--- src/rtl/zacore_common_pkg.sv ---
// Shared Zacore types: machine word and the fetch->decode handoff record.
// No logic; constants used by fetch for PC stepping and reset vector.
// Imported by fetch and its buffer.
package zacore_common;

  typedef logic [31:0] w_t;

  typedef struct packed {
    logic valid;
    w_t   pc;
    w_t   inst;
  } fetch_decode_if_t;

  localparam int unsigned INST_BYTES              = 4;
  localparam w_t          ZACORE_RESET_PC_DEFAULT = 32'h0000_0000;

endpackage

--- src/rtl/zacore_fetch_buffer.sv ---
// In-order reorder slot ring: entries are allocated with their PC at request
// accept, filled with the instruction at response, popped from the head.
// Latency: a fill is visible at the head the cycle after it is written; no bypass.
module zacore_fetch_buffer
  import zacore_common::*;
#(
  parameter int unsigned DEPTH = 4
) (
  input  logic                       i_clk,
  input  logic                       i_rst,
  input  logic                       i_flush,
  input  logic                       i_alloc,
  input  w_t                         i_alloc_pc,
  input  logic                       i_fill,
  input  w_t                         i_fill_inst,
  input  logic                       i_pop,
  output logic                       o_head_filled,
  output w_t                         o_head_pc,
  output w_t                         o_head_inst,
  output logic [$clog2(DEPTH+1)-1:0] o_filled_cnt
);

  localparam int unsigned PW = $clog2(DEPTH);
  localparam int unsigned CW = $clog2(DEPTH + 1);

  w_t            pc_q     [DEPTH];
  w_t            inst_q   [DEPTH];
  logic          filled_q [DEPTH];
  logic [PW-1:0] alloc_ptr_q, fill_ptr_q, rd_ptr_q;
  logic [CW-1:0] cnt_q;

  function automatic logic [PW-1:0] ptr_inc(input logic [PW-1:0] p);
    return (p == PW'(DEPTH - 1)) ? '0 : p + PW'(1);
  endfunction

  // Ring state: flush wipes everything; otherwise alloc, fill and pop touch
  // distinct slots because fetch never lets occupancy exceed DEPTH.
  always_ff @(posedge i_clk or posedge i_rst) begin
    if (i_rst) begin
      alloc_ptr_q <= '0;
      fill_ptr_q  <= '0;
      rd_ptr_q    <= '0;
      cnt_q       <= '0;
      for (int i = 0; i < int'(DEPTH); i++) begin
        pc_q[i]     <= '0;
        inst_q[i]   <= '0;
        filled_q[i] <= 1'b0;
      end
    end else if (i_flush) begin
      alloc_ptr_q <= '0;
      fill_ptr_q  <= '0;
      rd_ptr_q    <= '0;
      cnt_q       <= '0;
      for (int i = 0; i < int'(DEPTH); i++) begin
        pc_q[i]     <= '0;
        inst_q[i]   <= '0;
        filled_q[i] <= 1'b0;
      end
    end else begin
      if (i_alloc) begin
        pc_q[alloc_ptr_q]     <= i_alloc_pc;
        filled_q[alloc_ptr_q] <= 1'b0;
        alloc_ptr_q           <= ptr_inc(alloc_ptr_q);
      end
      if (i_fill) begin
        inst_q[fill_ptr_q]   <= i_fill_inst;
        filled_q[fill_ptr_q] <= 1'b1;
        fill_ptr_q           <= ptr_inc(fill_ptr_q);
      end
      if (i_pop) begin
        filled_q[rd_ptr_q] <= 1'b0;
        rd_ptr_q           <= ptr_inc(rd_ptr_q);
      end
      cnt_q <= cnt_q + CW'(i_fill) - CW'(i_pop);
    end
  end

  assign o_head_filled = filled_q[rd_ptr_q];
  assign o_head_pc     = pc_q[rd_ptr_q];
  assign o_head_inst   = inst_q[rd_ptr_q];
  assign o_filled_cnt  = cnt_q;

endmodule

--- src/rtl/zacore_fetch.sv ---
// Fetch stage: sequential PC generation, imem request/response tracking, registered decode output.
// Latency: response in cycle N reaches decode at the edge ending N+1 at the earliest.
// Backpressure: decode stall holds the output; requests stop when in-flight plus buffered reaches DEPTH.
module zacore_fetch
  import zacore_common::*;
#(
  parameter w_t          RESET_PC = ZACORE_RESET_PC_DEFAULT,
  parameter int unsigned DEPTH    = 4
) (
  input  logic             i_clk,
  input  logic             i_rst,
  output logic             o_imem_req_valid,
  output w_t               o_imem_req_addr,
  input  logic             i_imem_req_ready,
  input  logic             i_imem_rsp_valid,
  input  w_t               i_imem_rsp_data,
  output fetch_decode_if_t o_fetch_decode_if,
  input  logic             i_stall,
  input  logic             i_invalidate,
  input  w_t               i_redirect_pc
);

  localparam int unsigned   IW      = $clog2(DEPTH + 1);
  localparam logic [IW:0]   DEPTH_C = (IW + 1)'(DEPTH);
  localparam w_t            ALIGN_M = ~w_t'(INST_BYTES - 1);

  w_t               req_pc_q, req_pc_d;
  logic [IW-1:0]    inflight_q, inflight_d;
  logic [IW-1:0]    discard_q, discard_d;
  fetch_decode_if_t out_q, out_d;

  logic             head_filled;
  w_t               head_pc, head_inst;
  logic [IW-1:0]    filled_cnt;
  logic [IW:0]      occupancy;
  logic             accept, rsp_ok, fill, pop;

  // A response with nothing outstanding is ignored entirely.
  assign rsp_ok    = i_imem_rsp_valid && (inflight_q != '0);
  assign occupancy = {1'b0, inflight_q} + {1'b0, filled_cnt};
  assign o_imem_req_valid = !i_rst && !i_invalidate && (occupancy < DEPTH_C);
  assign o_imem_req_addr  = req_pc_q;
  assign accept = o_imem_req_valid && i_imem_req_ready;
  assign fill   = rsp_ok && !i_invalidate && (discard_q == '0);
  assign pop    = !i_invalidate && !i_stall && head_filled;

  zacore_fetch_buffer #(.DEPTH(DEPTH)) u_buf (
    .i_clk         (i_clk),
    .i_rst         (i_rst),
    .i_flush       (i_invalidate),
    .i_alloc       (accept),
    .i_alloc_pc    (req_pc_q),
    .i_fill        (fill),
    .i_fill_inst   (i_imem_rsp_data),
    .i_pop         (pop),
    .o_head_filled (head_filled),
    .o_head_pc     (head_pc),
    .o_head_inst   (head_inst),
    .o_filled_cnt  (filled_cnt)
  );

  // Next-state: invalidate redirects and converts all outstanding requests
  // into responses to drop; otherwise step the PC and feed the output register.
  always_comb begin
    req_pc_d   = req_pc_q;
    inflight_d = inflight_q + IW'(accept) - IW'(rsp_ok);
    discard_d  = discard_q;
    out_d      = out_q;
    if (i_invalidate) begin
      req_pc_d    = i_redirect_pc & ALIGN_M;
      discard_d   = inflight_q - IW'(rsp_ok);
      out_d.valid = 1'b0;
    end else begin
      if (accept) begin
        req_pc_d = req_pc_q + w_t'(INST_BYTES);
      end
      if (rsp_ok && (discard_q != '0)) begin
        discard_d = discard_q - IW'(1);
      end
      if (!i_stall) begin
        if (head_filled) begin
          out_d.valid = 1'b1;
          out_d.pc    = head_pc;
          out_d.inst  = head_inst;
        end else begin
          out_d.valid = 1'b0;
        end
      end
    end
  end

  // State registers.
  always_ff @(posedge i_clk or posedge i_rst) begin
    if (i_rst) begin
      req_pc_q   <= RESET_PC;
      inflight_q <= '0;
      discard_q  <= '0;
      out_q      <= '0;
    end else begin
      req_pc_q   <= req_pc_d;
      inflight_q <= inflight_d;
      discard_q  <= discard_d;
      out_q      <= out_d;
    end
  end

  assign o_fetch_decode_if = out_q;

  // Memory must never answer a request that was not issued.
  a_no_orphan_rsp: assert property (@(posedge i_clk) disable iff (i_rst)
    !(i_imem_rsp_valid && (inflight_q == '0)));

endmodule

--- config.mk ---
export PLATFORM = sky130hd
export DESIGN_NAME = zacore_fetch
export DESIGN_NICKNAME = d
export VERILOG_FILES = /design/src/rtl/zacore_common_pkg.sv /design/src/rtl/zacore_fetch_buffer.sv /design/src/rtl/zacore_fetch.sv
export SDC_FILE = /design/constraint.sdc
export NUM_CORES = 1
export LEC_CHECK = 0
export CORE_MARGIN = 4
export CORE_UTILIZATION = 62
export DETAILED_ROUTE_END_ITERATION = 8
export PLACE_DENSITY = 0.93
export SETUP_SLACK_MARGIN = 0.5
export SKIP_LAST_GASP = 1
export SYNTH_ARGS = -nofsm -noshare
export SYNTH_HDL_FRONTEND = slang
export SYNTH_SLANG_ARGS = --single-unit
--- constraint.sdc ---
create_clock -name i_clk -period 20 [get_ports i_clk]
set_input_delay 4 -clock i_clk [delete_from_list [all_inputs] [get_ports i_clk]]
set_output_delay 4 -clock i_clk [all_outputs]
set_load 0.02 [all_outputs]
==> key figures <==
GRT
  • Aggregate global-route resource usage: 28.9%
  • Antenna violations before repair: 0
  • Largest net degree at the start of global routing: 125
  • Vias in the first global route: 14,100
  • First-pass GRT wire length: ~72,000 um
  • Total gr overflow: 0

Cells and area
  • Commonest non-fill, non-tap cell in the layout: nand2_1
  • N_diodes: 0
  • Area growth from synthesis to layout: 17.9%
  • Final non-filler cell total: 2,139
  • Nets: approximately 1,800
  • Proportion of layout cells with a drive suffix above 1: 12.7%
  • Most frequent cells in the layout: nand2_1, dfrtp_1, clkdlybuf4s50_1, a21oi_1, o21ai_0

Clock network
  • Post-CTS sizing: 0
  • Clk sinks: 365
  • Hold Buf Count CTS: 0
  • Post CTS Setup Buffer Count: 0
  • H-tree depth: 2
  • Worst-skew pair later-pin latency: around 0.52 ns
  • Clk buf depth: 3
  • Worst-path clk slew: 0.06 ns
  • CTS tree: done
  • TritonCTS buffer count: 38
  • Root buf cell: clkbuf_16

Detailed routing
  • DRC: 0
  • Avg Vias per Cell: 6.20
  • 1st-iter DRT viols: ~1,500
  • Drt pass-1 iters: 6
  • Final wirelength: 43,600 um
  • DR vias: 13,300
  • Routed Antenna Nets: 0
  • DR WL/cell: 20.4 um

Die
  • Row count: 60
  • Initial core utilization: 63.2%
  • Core area: 27,100 um2
  • Chip Height: approximately 170 um
  • I/O pins: 168
  • Die area: 30,300 um2
  • Die width: around 170 um

Place
  • Post-Place Cells: around 2,100
  • Port buffer count: between 150 and 200
  • DP HPWL: about 25,000 um
  • Final Wtd Congestion: just over 0.8

Critical path
  • CP Launch Type: input pin
  • Worst Setup End Kind: output pin
  • CP Launch Point: i_rst
  • RR Startpoint: inflight_q[2]
  • Worst Setup Path Type: in2out
  • Worst-path fanout max: 3
  • Worst Path Arrival: between 5 and 6 ns
  • Critical Path RT: 16.00 ns

STA
  • Final Hold Vio Count: 0
  • RSZ-0062 raised after global routing: no
  • Period utilisation layout: approximately half
  • Slew @ Worst Pin: between 1 and 1.5 ns
  • Final Setup Violations: 0
  • TNS Setup: 0 ns
  • Fin crit period: a little under 10 ns
  • FMAX: 103 MHz
  • Worst relative slew slack: 22.6%
  • Clock skew: between 0.01 and 0.015 ns
  • Fin. max-slew vios: 0

Logic synthesis
  • Cell type with the highest aggregate area in the netlist: dfrtp_1
  • Sequential share of the synthesized area: 53.3%
  • #FFs+latches synth: 365
  • Post-synth top area share: between 50% and 60%
  • Number of synthesized flops with an enable pin: 0
  • Number of distinct library cells after synthesis: 60
  • Synth warn: 0
  • Post-Syn Area: 17,100 um2
  • Post-Synthesis Cells: 1,657
  • Mean Syn Cell Area: between 10 and 15 um2
  • Ys flop type: dfrtp_1
  • Async SR Flop Fraction: 100%
  • Synth area leaders: dfrtp_1, nand2_1, mux4_2

Hold path
  • Hold crit path type: reg2reg
  • Hold path start: o_fetch_decode_if[3]

Pwr
  • Worst IR Drop VDD: approximately 0.00008 V
  • Leakage: 8.70 nW
  • Power Dens Cells: ~87 nW/um2

Run
  • Max Cap Viol: 0

Status
  • Status: complete, no violations
cell type report:
type | count | area, um2
fill | 1684 | 6920
multi-input combinational | 1126 | 7340
sequential | 365 | 9140
clock buffer | 51 | 1110
timing repair buffer | 184 | 1790
clock inverter | 16 | 235
inverter | 25 | 101
tap | 372 | 465
critical path: stages:
cell and delay, ns:
clkdlybuf4s50_1 0.55, nor3_1 0.27, and3_1 0.25, clkdlybuf4s50_1 0.63
Yosys cell counts, drive strengths merged (3+ instances only):
cell type and number:
xor2 8, nand4 17, nor3b 4, xnor2 7, or3 3, nand3 19
o211ai 5, a221o 3, and3 5, mux4 63, and2 9, nand2 460
a211oi 3, nand3b 62, o31ai 6, nand2b 64, inv 24, mux2 63
o21ai 88, nor3 8, nor2b 5, nor4 4, clkbuf 113, buf 29
a22oi 4, ha 23, dfrtp 365, nor2 21, mux2i 10, a21oi 138
registers in the layout (all words and copies together) (netlist names):
signal and count:
inflight_q 3, u_buf.alloc_ptr_q 2, discard_q 3, u_buf.o_filled_cnt 3
u_buf.pc_q 124, u_buf.filled_q 4, u_buf.fill_ptr_q 2, u_buf.inst_q 128
o_fetch_decode_if 64, o_imem_req_addr 30, u_buf.rd_ptr_q 2
routing by layer:
| metal | global-route usage (%) | routed length, um | vias to the layer above | part of all wire, % |
|---|---|---|---|---|
| met2 | 47.9 | 22000 | 665 | 50 |
| met4 | 13.7 | 1830 | 0 | 4.2 |
| met3 | 4.63 | 2860 | 159 | 6.6 |
| met1 | 37.6 | 16900 | 6638 | 39 |
| met5 | 0 | 0 | - | 0 |
| li1 | - | - | 5791 | - |
through the flow:
stage               utilization [%]  setup WS [ns]  instance area, um2  hold WS, ns  power [mW]
global route                   74.5          10.22               20200        0.518        1.83
global placement               69.5          10.34               18800        0.487        1.00
floorplan                         -           5.87               17100        0.471       0.932
CTS                            74.5          10.29               20200        0.508        1.77
detailed placement             69.5          10.30               18800        0.494        1.01
finish                         74.5          10.30               20200        0.504        1.76
path summary, 6_finish.rpt:
| kind | depth (start not counted) | slack (ns) | to |
|---|---|---|---|
| worst max-delay path | 4 | 10.30 | o_imem_req_valid |
| worst min-delay path | 1 | 0.50 | o_fetch_decode_if[3] |
| worst max register to register | 12 | 16.39 | inflight_q[2] |
| worst min register to register | 1 | 0.50 | o_fetch_decode_if[3] |
| max in group asynchronous | 4 | 13.27 | o_fetch_decode_if[54] |
| min in group asynchronous | 2 | 4.17 | u_buf.pc_q[33] |
kinds of logic after synthesis:
family / share of synthesized area [%]
AO/OA/AOI/OAI: 8.31
XOR/XNOR: 0.767
buffers and inverters: 3.93
adder cells (fa/ha/maj): 1.91
AND/OR/NAND/NOR: 18.7
flip-flops: 53.3
multiplexers: 13.0
other: 0.0219
power breakdown:
part,total (mW),leakage [nW],internal (mW),switching (mW)
logic,0.195,3.02,0.0858,0.110
clock network,0.759,0.663,0.468,0.291
registers,0.807,5.02,0.767,0.0398
total,1.76,8.70,1.32,0.440
Power figures use the tool's default switching activity.
